===== config.mk =====
export PLATFORM = sky130hd
export DESIGN_NAME = seq_detect_prog_flat
export DESIGN_NICKNAME = d
export VERILOG_FILES = /design/src/rtl/seq_detect_prog_if.sv /design/src/rtl/seq_detect_prog.sv /design/src/flat_wrapper.sv
export SDC_FILE = /design/constraint.sdc
export NUM_CORES = 1
export LEC_CHECK = 0
export ABC_AREA = 1
export BUFFER_PORTS_ARGS = -buffer_cell sky130_fd_sc_hd__buf_4
export CAP_MARGIN = 20
export CORE_MARGIN = 1
export CORE_UTILIZATION = 55
export DETAILED_ROUTE_END_ITERATION = 12
export GPL_ROUTABILITY_DRIVEN = 0
export GPL_TIMING_DRIVEN = 0
export PLACE_DENSITY = 0.84
export SLEW_MARGIN = 40
export SYNTH_ARGS = -nofsm -noshare
export SYNTH_HDL_FRONTEND = slang
export SYNTH_SLANG_ARGS = --single-unit
export TNS_END_PERCENT = 50

===== constraint.sdc =====
create_clock -name clk -period 2.69 [get_ports clk]
set_clock_uncertainty 0.2 [all_clocks]
set_input_delay 0.269 -clock clk [delete_from_list [all_inputs] [get_ports clk]]
set_output_delay 0.269 -clock clk [all_outputs]
set_load 0.02 [all_outputs]

===== src/rtl/seq_detect_prog_if.sv =====
// Symbol stream, pattern-programming and match-event bundle for seq_detect_prog.
// Master drives symbols and configuration, and the slave (the detector) drives status.
// Widths follow the detector parameters so that one instance fits one detector.
interface seq_detect_prog_if #(
  parameter int SYM_W = 2,
  parameter int IDX_W = 2,
  parameter int CNT_W = 8
);
  logic [SYM_W-1:0] s;
  logic             s_valid;
  logic             mode_restart;
  logic             cfg_we;
  logic [IDX_W-1:0] cfg_addr;
  logic [SYM_W-1:0] cfg_val;
  logic [SYM_W-1:0] cfg_mask;
  logic             cfg_op;
  logic             cfg_len_we;
  logic [IDX_W:0]   cfg_len;
  logic [IDX_W-1:0] state;
  logic             match;
  logic             timeout;
  logic [CNT_W-1:0] match_count;

  modport master (
    output s, s_valid, mode_restart, cfg_we, cfg_addr, cfg_val, cfg_mask, cfg_op,
           cfg_len_we, cfg_len,
    input  state, match, timeout, match_count
  );

  modport slave (
    input  s, s_valid, mode_restart, cfg_we, cfg_addr, cfg_val, cfg_mask, cfg_op,
           cfg_len_we, cfg_len,
    output state, match, timeout, match_count
  );
endinterface


===== src/rtl/seq_detect_prog.sv =====
// Programmable masked/nonzero symbol-sequence detector with a saturating match counter.
// match and timeout are registered, so they pulse in the cycle after the deciding edge.
// There is no backpressure: every s_valid symbol is consumed, and config writes pre-empt that cycle's symbol.
module seq_detect_prog #(
  parameter int SYM_W   = 2,
  parameter int DEPTH   = 4,
  parameter int IDX_W   = 2,
  parameter int TIMEOUT = 8,
  parameter int CNT_W   = 8
) (
  input logic              clk,
  input logic              res,
  seq_detect_prog_if.slave bus
);
  localparam int TO_W = (TIMEOUT < 2) ? 1 : $clog2(TIMEOUT + 1);
  localparam logic [IDX_W:0]  LEN_MIN = (IDX_W+1)'(2);
  localparam logic [IDX_W:0]  LEN_MAX = (IDX_W+1)'(DEPTH);
  localparam logic [TO_W-1:0] TO_LAST = TO_W'((TIMEOUT > 0) ? TIMEOUT - 1 : 0);

  // pattern storage
  logic [SYM_W-1:0] val_q  [DEPTH];
  logic [SYM_W-1:0] mask_q [DEPTH];
  logic [DEPTH-1:0] op_q;
  logic [IDX_W:0]   len_q;
  logic [IDX_W:0]   len_wr;

  // sequencing state
  logic [IDX_W-1:0] state_q, state_d;
  logic             match_q, match_d;
  logic             timeout_q, timeout_d;
  logic [CNT_W-1:0] cnt_q, cnt_d;
  logic [TO_W-1:0]  idle_q, idle_d;

  logic cfg_any;
  logic at_last;

  // A step hits on a masked equality, or on any nonzero symbol for NONZERO steps.
  function automatic logic step_hit(input logic [IDX_W-1:0] idx, input logic [SYM_W-1:0] sym);
    if (op_q[idx]) return sym != '0;
    return ((sym ^ val_q[idx]) & mask_q[idx]) == '0;
  endfunction

  assign cfg_any = bus.cfg_we | bus.cfg_len_we;
  assign at_last = ({1'b0, state_q} == (len_q - (IDX_W+1)'(1)));

  // Clamp the requested length into the legal 2..DEPTH window.
  always_comb begin
    len_wr = bus.cfg_len;
    if (bus.cfg_len < LEN_MIN)      len_wr = LEN_MIN;
    else if (bus.cfg_len > LEN_MAX) len_wr = LEN_MAX;
  end

  // Pattern registers: written by software and restored to "match zero on every step" at reset.
  always_ff @(posedge clk or posedge res) begin
    if (res) begin
      for (int i = 0; i < DEPTH; i++) begin
        val_q[i]  <= '0;
        mask_q[i] <= '1;
      end
      op_q  <= '0;
      len_q <= LEN_MAX;
    end else begin
      if (bus.cfg_we && (int'(bus.cfg_addr) < DEPTH)) begin
        val_q[bus.cfg_addr]  <= bus.cfg_val;
        mask_q[bus.cfg_addr] <= bus.cfg_mask;
        op_q[bus.cfg_addr]   <= bus.cfg_op;
      end
      if (bus.cfg_len_we) len_q <= len_wr;
    end
  end

  // Next step index, event pulses, match count and idle tracking, in priority order.
  always_comb begin
    state_d   = state_q;
    match_d   = 1'b0;
    timeout_d = 1'b0;
    cnt_d     = cnt_q;
    idle_d    = idle_q;
    if (cfg_any) begin
      // A pattern change invalidates any partial progress.
      state_d = '0;
      idle_d  = '0;
    end else if (bus.s_valid) begin
      idle_d = '0;
      if (step_hit(state_q, bus.s)) begin
        if (at_last) begin
          state_d = '0;
          match_d = 1'b1;
          cnt_d   = (&cnt_q) ? cnt_q : cnt_q + CNT_W'(1);
        end else begin
          state_d = state_q + IDX_W'(1);
        end
      end else if (bus.mode_restart) begin
        // The missed symbol may itself start a fresh attempt at step 0.
        state_d = step_hit('0, bus.s) ? IDX_W'(1) : '0;
      end
    end else if ((state_q != '0) && (TIMEOUT != 0)) begin
      if (idle_q == TO_LAST) begin
        state_d   = '0;
        timeout_d = 1'b1;
        idle_d    = '0;
      end else begin
        idle_d = idle_q + TO_W'(1);
      end
    end else begin
      idle_d = '0;
    end
  end

  // Sequencing registers; reset aborts progress and kills an in-flight pulse.
  always_ff @(posedge clk or posedge res) begin
    if (res) begin
      state_q   <= '0;
      match_q   <= 1'b0;
      timeout_q <= 1'b0;
      cnt_q     <= '0;
      idle_q    <= '0;
    end else begin
      state_q   <= state_d;
      match_q   <= match_d;
      timeout_q <= timeout_d;
      cnt_q     <= cnt_d;
      idle_q    <= idle_d;
    end
  end

  assign bus.state       = state_q;
  assign bus.match       = match_q;
  assign bus.timeout     = timeout_q;
  assign bus.match_count = cnt_q;
endmodule

===== src/flat_wrapper.sv =====
// flat-port wrapper written by rule: the top's interface ports become plain ports
module seq_detect_prog_flat 
#(
  parameter int SYM_W   = 2,
  parameter int DEPTH   = 4,
  parameter int IDX_W   = 2,
  parameter int TIMEOUT = 8,
  parameter int CNT_W   = 8
)
  (clk, res, bus_s, bus_s_valid, bus_mode_restart, bus_cfg_we, bus_cfg_addr, bus_cfg_val, bus_cfg_mask, bus_cfg_op, bus_cfg_len_we, bus_cfg_len, bus_state, bus_match, bus_timeout, bus_match_count);
  seq_detect_prog_if #(.SYM_W(SYM_W), .IDX_W(IDX_W), .CNT_W(CNT_W)) bus_i ();
  input logic clk;
  input logic res;
  input wire logic [$bits(bus_i.s)-1:0] bus_s;
  input wire logic [$bits(bus_i.s_valid)-1:0] bus_s_valid;
  input wire logic [$bits(bus_i.mode_restart)-1:0] bus_mode_restart;
  input wire logic [$bits(bus_i.cfg_we)-1:0] bus_cfg_we;
  input wire logic [$bits(bus_i.cfg_addr)-1:0] bus_cfg_addr;
  input wire logic [$bits(bus_i.cfg_val)-1:0] bus_cfg_val;
  input wire logic [$bits(bus_i.cfg_mask)-1:0] bus_cfg_mask;
  input wire logic [$bits(bus_i.cfg_op)-1:0] bus_cfg_op;
  input wire logic [$bits(bus_i.cfg_len_we)-1:0] bus_cfg_len_we;
  input wire logic [$bits(bus_i.cfg_len)-1:0] bus_cfg_len;
  output wire logic [$bits(bus_i.state)-1:0] bus_state;
  output wire logic [$bits(bus_i.match)-1:0] bus_match;
  output wire logic [$bits(bus_i.timeout)-1:0] bus_timeout;
  output wire logic [$bits(bus_i.match_count)-1:0] bus_match_count;
  assign bus_i.s = bus_s;
  assign bus_i.s_valid = bus_s_valid;
  assign bus_i.mode_restart = bus_mode_restart;
  assign bus_i.cfg_we = bus_cfg_we;
  assign bus_i.cfg_addr = bus_cfg_addr;
  assign bus_i.cfg_val = bus_cfg_val;
  assign bus_i.cfg_mask = bus_cfg_mask;
  assign bus_i.cfg_op = bus_cfg_op;
  assign bus_i.cfg_len_we = bus_cfg_len_we;
  assign bus_i.cfg_len = bus_cfg_len;
  assign bus_state = bus_i.state;
  assign bus_match = bus_i.match;
  assign bus_timeout = bus_i.timeout;
  assign bus_match_count = bus_i.match_count;
  seq_detect_prog #(.SYM_W(SYM_W), .DEPTH(DEPTH), .IDX_W(IDX_W), .TIMEOUT(TIMEOUT), .CNT_W(CNT_W)) u_core (.clk(clk), .res(res), .bus(bus_i));
endmodule

==> results of run 1 <==
==> layout by cell type (no fill, tap or decap), types with 2 or more instances in the layout <==
cell type      instances
nand2_1               84
dfrtp_1               30
buf_4                 29
o21ai_0               25
inv_1                 24
nand3_1               19
nor2_1                12
dfstp_2                9
nor3_1                 5
clkbuf_8               5
inv_2                  4
nand4_1                4
xnor2_1                4
xor2_1                 4
ha_1                   4
clkbuf_1               3
a21oi_1                3
nand2_2                3
o21ai_1                3
buf_6                  2
nor2_2                 2
dlygate4sd3_1          2
==> stage by stage <==
stage	instances	setup slack (ns)
after floorplan	253	0.768
after global routing	338	0.472
after detailed placement	328	0.651
after global placement	327	0.693
after CTS	338	0.611
final	338	0.578
==> worst max-delay path by stage <==
stage	from	to	slack [ns]
after global routing	u_core.len_q[0]$_DFFE_PP0P_	u_core.bus.match_count[2]$_DFFE_PP0P_	0.47
after detailed placement	u_core.len_q[0]$_DFFE_PP0P_	u_core.bus.match_count[2]$_DFFE_PP0P_	0.65
after global placement	u_core.len_q[0]$_DFFE_PP0P_	u_core.bus.match_count[2]$_DFFE_PP0P_	0.69
after floorplan	u_core.len_q[0]$_DFFE_PP0P_	u_core.bus.match_count[2]$_DFFE_PP0P_	0.77
after CTS	bus_cfg_len_we	u_core.bus.match_count[2]$_DFFE_PP0P_	0.61
final	bus_cfg_len_we	u_core.bus.match_count[2]$_DFFE_PP0P_	0.58
==> cell type report <==
class,instances,area [µm²],share of cell area [%]
multi-input combinational,182,910,37.4
inverter,28,105,4.32
timing repair buffer,31,258,10.6
buffer,4,33.8,1.39
clock inverter,1,5.00,0.206
clock buffer,7,76.3,3.14
sequential,39,987,40.6
tap,46,57.6,2.37
==> sequential cells by signal (all words and copies together), names as in the netlist <==
register                cells
u_core.bus.match_count      8
u_core.bus.timeout          1
u_core.bus.match            1
u_core.mask_q               8
u_core.bus.state            2
u_core.val_q                8
u_core.op_q                 4
u_core.idle_q               4
u_core.len_q                3
==> power groups by stage <==
stage,Sequential [mW],Combinational (mW),Clock [mW]
3_3_place_gp,0.737,0.319,0
6_report,0.732,0.341,0.375
4_1_cts,0.731,0.343,0.385
3_5_place_dp,0.740,0.340,0
5_1_grt,0.742,0.391,0.405
2_1_floorplan,0.753,0.207,0
==> layer usage <==
layer / track usage [%] / vias up / wire length (µm)
met1: 28.9 / 826 / 1810
met5: 0 / - / 0
met4: 9.01 / 0 / 80
li1: - / 891 / -
met3: 6.20 / 8 / 134
met2: 42.7 / 26 / 2140
==> kinds of logic (layout without fill, tap and decap cells) <==
kind of cell / count (synthesis) / count (layout) / share of synthesized area (%)
AND/OR/NAND/NOR: 134 / 134 / 28.9
flip-flops: 39 / 39 / 48.5
AO/OA/AOI/OAI: 35 / 35 / 9.10
buffers and inverters: 32 / 71 / 6.82
XOR/XNOR: 9 / 9 / 4.24
adder cells (fa/ha/maj): 4 / 4 / 2.46
==> worst min-delay path: cells and delay by family <==
kind | cells | cell delay [ns]
buffers and inverters | 1 | 0.07
AND/OR/NAND/NOR | 2 | 0.13
==> results.md, run 1 <==
- Status: complete, no violations
- Worst EP arrival: 2.10 ns
- Distinct cells, synth: 30
- Design Power: 1.45 mW
- CTS resizes: 0
- Required time of the critical path: 2.68 ns
- Top_reg_cell synth: dfrtp_1
- Post-synth top cells: nand2_1 (84), dfrtp_1 (30), inv_1 (25), o21ai_0 (25), nand3_1 (19)
- Top cells by area, synth: dfrtp_1 (37%), nand2_1 (15%), dfstp_2 (12%)
- Internal power: 0.995 mW
- Clk sinks: 39
- RSZ-0062 raised after global routing: no
- DR DRC count: 0
- Max VDD drop: 0.453 mV
- Clock power frac: 25.9%
- Final WL: 4.16 mm
- Ys async rst share: 100%
- Comb power frac: 23.6%
- Syn_nets: 275
- Pins Over Slew Limit: 0
- Post-synthesis cell count: about 250
- Number of CTS-inserted buffers: 5
- Register area share after synthesis: 48.5%
- Placed cell areas: between 2000 and 2500 µm²
- Crit path launch type: input pin
- Flop pwr share: about half
- I/O pins: 30
- Fin crit share: 78.5%
- Hold Crit Depth: 3
- Max Cap Violations: 0
- DRT iter0 DRCs: 139
- Hold Fails Final Rpt: 0
- # H-tree levels: 2
- Cell at the slowest stage of the critical path: dlygate4sd3_1
- Hpwl dp: 3.06 mm
- Avg Vias per Cell: between 5 and 6
- Maximum clock frequency: ~470 MHz
- Die Y-Extent: 62.8 µm
- RR Startpoint: u_core.len_q[0]$_DFFE_PP0P_
- Max incr delay on CP: 0.56 ns
- Synth Warn #: 0
- FILL cells: 299
- Reg-to-reg slack, setup: 0.65 ns
- Top-count cell post-synth: nand2_1
- Final setup violation count: 0
- Buffers & Inverters on Critical Path: 5
- Layout cells sized above 1: between 20% and 30%
- CORE AREA: around 3400 µm²
- DIE AREA: 3950 µm²
- R2R depth: 11
- Fin nets: 313
- Row cnt: 21
- Largest net degree at the start of global routing: 21
- Starting Density: between 50% and 60%
- Hold crit path type: input pin to flip-flop
- Synth Register Bits: 39
- Worst hold start: bus_cfg_len[2]
- Ant diodes: 0
- Drt pass-1 iters: 4
- Crit path capture type: flip-flop
- CTS tree: built
- Pwr/cell area: 595 nW/µm²
- Synthesized area: ~2000 µm²
- EDFF count, synth: 0
- Reg-to-Reg End: u_core.bus.match_count[2]$_DFFE_PP0P_
- Postcts setup bufs: 0
- IO Port Bufs: 28
- Area delta synth->final: 19.5%
- Worst Tran Pin Value: approximately 0.45 ns
- Die W: 62.8 µm
- Tmin final: 2.11 ns
- Switch share: approximately 31%
- WHS Endpoint: u_core.len_q[2]$_DFFE_PP1P_
- Rel. slew slack: a little over two thirds
- Post-route ant nets: 0
- Fin area: about 2400 µm²
- Worst-path fanout max: 7
- GRT overflow: 0
- Critical-path cell list: dlygate4sd3_1 -> buf_4 -> nor2_2 -> inv_2 -> nor2_2 -> inv_1 -> nor3_4 -> and3_1 -> buf_4 -> nand2_2 -> nand2_1 -> nand2_1
- Routed WL per cell: 12.3 µm
- Leakage power: 1.23 nW
- Longest Clk Path Bufs: 2
- Via count: 1751
- Clock root cell: clkbuf_8
- Hold buffers post-CTS: 2
- Antenna violations before repair: 0
- P_sw: approximately 0.45 mW
- Post-synth top area cell: dfrtp_1
- Top cell type's share of synthesized area: a little under two fifths
- TNS Setup: 0 ns
- Post-layout util: slightly above 70%
- Type of the worst setup path: input pin to flip-flop
- First-pass GRT wire length: 7.47 mm
- Vias in the first global route: 1721
- WHS: approximately 0.023 ns
- Mapped Avg Cell Area: 8.05 µm²
- Crit-path leading delay family: buffers and inverters
- Overall routing resource usage: 24.5%
- Worst path depth: 12
- Clock transition at path regs: around 0.070 ns
- Worst-Skew Late Latency: 0.29 ns
Power figures use the tool's default switching activity.
==> run 2: changes to the inputs <==
CORE_UTILIZATION = 51   (was 55)
PLACE_DENSITY = 0.82   (was 0.84)
clock period = 1.76 ns   (was 2.69 ns; I/O delays follow)
==> run 2 against run 1 <==
Critical path depth is 2 lower. Register-to-register slack worse by 0.77 ns. Non-clock buffer count rose by 13. The run now ends with negative hold slack, negative setup slack left. Worst hold slack worse by 0.024 ns. Die area rose by 7.6%. Count of clock-buffer cells in the layout decreased by 1.
==> results.md, run 2 (same netlist as run 1, synthesis figures left out) <==
- Status: finished, violations left (was complete, no violations)
- Violated checks: negative hold slack, negative setup slack
- Max incr delay on CP: 0.40 ns (was 0.56 ns)
- DR DRC count: 0 (unchanged)
- Clock root cell: clkbuf_8 (unchanged)
- Number of CTS-inserted buffers: 5 (unchanged)
- Required time of the critical path: 1.74 ns (was 2.68 ns)
- First-pass GRT wire length: 7.24 mm (was 7.47 mm)
- TNS Setup: -0.750 ns (was 0 ns)
- DRT iter0 DRCs: 85 (was 139)
- CTS tree: built (unchanged)
- Fin crit share: 107%
- FF/Latch Area: 990 µm² (was 987 µm²)
- Final WL: 4.44 mm (was 4.16 mm)
- Type of the worst setup path: flip-flop to flip-flop (was input pin to flip-flop)
- Final setup violation count: 10 (was 0)
- Area delta synth->final: 28.9% (was 19.5%)
- FILL cells: 316 (was 299)
- Critical-path cell list: inv_2 -> ha_4 -> xnor2_2 -> a21oi_2 -> nand2_2 -> nor3_4 -> and3_4 -> nand2_2 -> nand2_1 -> nand2_1 (was dlygate4sd3_1 -> buf_4 -> nor2_2 -> inv_2 -> nor2_2 -> inv_1 -> nor3_4 -> and3_1 -> buf_4 -> nand2_2 -> nand2_1 -> nand2_1)
- Worst path depth: 10 (was 12)
- Clock transition at path regs: 0.07 ns (about the same)
- Most frequent cells in the layout: nand2_1 (83), buf_4 (34), dfrtp_1 (28) (was nand2_1 (84), dfrtp_1 (30), buf_4 (29))
- Die Y-Extent: 65.2 µm (was 62.8 µm)
- Minimum setup slack in the final design: -0.121 ns (was 0.578 ns)
- Via count: 1831 (was 1751)
- Drt pass-1 iters: 4 (unchanged)
- GRT overflow: 0 (unchanged)
- Rel. slew slack: 68.9% (was 70.1%)
- Layout cells sized above 1: 25.6% (was 20.9%)
- Row cnt: 22 (was 21)
- Hpwl dp: 3.05 mm (was 3.06 mm)
- Pins Over Slew Limit: 0 (unchanged)
- Crit path launch type: flip-flop (was input pin)
- Commonest non-fill, non-tap cell in the layout: nand2_1 (unchanged)
- Hold Crit Depth: 4 (was 3)
- Clk sinks: 39 (unchanged)
- Fin nets: 326 (was 313)
- # H-tree levels: 2 (unchanged)
- Vias in the first global route: 1670 (was 1721)
- Post-route ant nets: 0 (unchanged)
- Max VDD drop: 0.712 mV (was 0.453 mV)
- Worst-Skew Late Latency: 0.29 ns (about the same)
- Die W: 65.2 µm (was 62.8 µm)
- Worst hold start: bus_cfg_len_we (was bus_cfg_len[2])
- CORE AREA: 3740 µm² (was 3440 µm²)
- WHS Endpoint: u_core.len_q[2]$_DFFE_PP1P_ (unchanged)
- Routed WL per cell: 12.6 µm (was 12.3 µm)
- Hold crit path type: input pin to flip-flop (unchanged)
- Cell at the slowest stage of the critical path: dfrtp_1 (was dlygate4sd3_1)
- RSZ-0062 raised after global routing: yes (was no)
- Crit-path leading delay family: simple AND/OR/NAND/NOR gates (was buffers and inverters)
- Buffers & Inverters on Critical Path: 1 (was 5)
- R2R depth: 10 (was 11)
- Longest Clk Path Bufs: 2 (unchanged)
- RR Startpoint: u_core.len_q[0]$_DFFE_PP0P_ (unchanged)
- Overall routing resource usage: 22.7% (was 24.5%)
- Reg-to-Reg End: u_core.bus.match_count[2]$_DFFE_PP0P_ (unchanged)
- Worst Tran Pin Value: 0.465 ns (was 0.448 ns)
- Maximum clock frequency: 532 MHz
- Hold Fails Final Rpt: 1 (was 0)
- IO Port Bufs: 28 (unchanged)
- Leakage power: 1.30 nW (was 1.23 nW)
- Tmin final: 1.88 ns
- Post-layout util: 70.1% (was 70.7%)
- Multi-input logic area: 943 µm² (was 910 µm²)
- DIE AREA: 4250 µm² (was 3950 µm²)
- Ant diodes: 0 (unchanged)
- Reg-to-reg slack, setup: -0.12 ns (was 0.65 ns)
- Avg Vias per Cell: 5.19 (was 5.18)
- Starting Density: 54.4% (was 59.1%)
- Critical path startpoint: u_core.len_q[0]$_DFFE_PP0P_ (was bus_cfg_len_we)
- Antenna violations before repair: 0 (unchanged)
- Worst EP arrival: 1.87 ns (was 2.10 ns)
- Largest net degree at the start of global routing: 22 (was 21)
- Worst-path fanout max: 7 (unchanged)
- Max Cap Violations: 0 (unchanged)
- Pwr/cell area: 932 nW/µm² (was 595 nW/µm²)
- WHS: -0.000376 ns (was 0.0233 ns)
- I/O pins: 30 (unchanged)
- Crit path capture type: flip-flop (unchanged)
==> run 2: changes by cell type in the layout (fill, tap and decap cells not counted), sizes merged <==
cell / previous run / this run
bufinv: 0 / 1
clkbuf: 8 / 7
dlygate4sd3: 2 / 10
buf: 32 / 37
==> run 2: cell type report <==
class                   instances  area share, %
flip-flops and latches         39           37.7
multi-input cells             182           35.9
repair buffers                 45           14.6
inverters                      28           4.00
clock buffers                   6           3.15
well taps                      48           2.29
clock inverters                 2           1.33
plain buffers                   3           1.00
==> run 2: worst max-delay path by stage <==
stage	end	slack, ns
floorplan	u_core.bus.match_count[2]$_DFFE_PP0P_	-0.12
global placement	u_core.bus.match_count[2]$_DFFE_PP0P_	-0.19
detailed placement	u_core.bus.match_count[2]$_DFFE_PP0P_	-0.22
CTS	u_core.bus.match_count[2]$_DFFE_PP0P_	-0.20
global route	u_core.bus.match_count[2]$_DFFE_PP0P_	-0.23
finish	u_core.bus.match_count[2]$_DFFE_PP0P_	-0.12
==> run 2: worst register-to-register path, delay by kind of cell, from the launching register on <==
kind	cells	cell delay, ns
flops	1	0.40
buf+inv	1	0.09
simple gates	6	0.63
fa+ha+maj	1	0.20
xor+xnor	1	0.13
compound gates	1	0.13
==> run 2: power breakdown <==
group | leakage [nW] | internal (mW) | switching, mW
sequential | 0.482 | 1.03 | 0.0859
combinational | 0.761 | 0.242 | 0.323
clock | 0.0612 | 0.458 | 0.305
==> run 2: per-layer routing <==
metal	vias to the layer above	track usage [%]	share of wire, %
met4	0	8.15	1.5
li1	915	-	-
met2	40	37.6	50
met1	869	29.2	45
met5	-	0	0
met3	7	5.03	4.2
==> run 2: timing repair <==
action / CTS / global route
cloned: 0 / 1
gates resized for setup: 3 / 5
endpoints found under the hold margin: 25 / 0
pin swaps: 3 / 3
hold buffers: 10 / 0
setup endpoints to repair: 10 / 12
setup buffers: 4 / 1
==> run 2: metrics by stage <==
stage / instances / total power [mW] / area, µm² / setup slack, ns / hold slack [ns]
after global placement: 329 / 1.62 / 2320 / -0.193 / 0.208
after floorplan: 253 / 1.47 / 2050 / -0.123 / 0.0724
after CTS: 352 / 2.45 / 2610 / -0.196 / 0.00435
after detailed placement: 330 / 1.65 / 2350 / -0.218 / 0.0273
after global routing: 353 / 2.57 / 2630 / -0.231 / 0.0142
final: 353 / 2.45 / 2630 / -0.121 / -0.000376
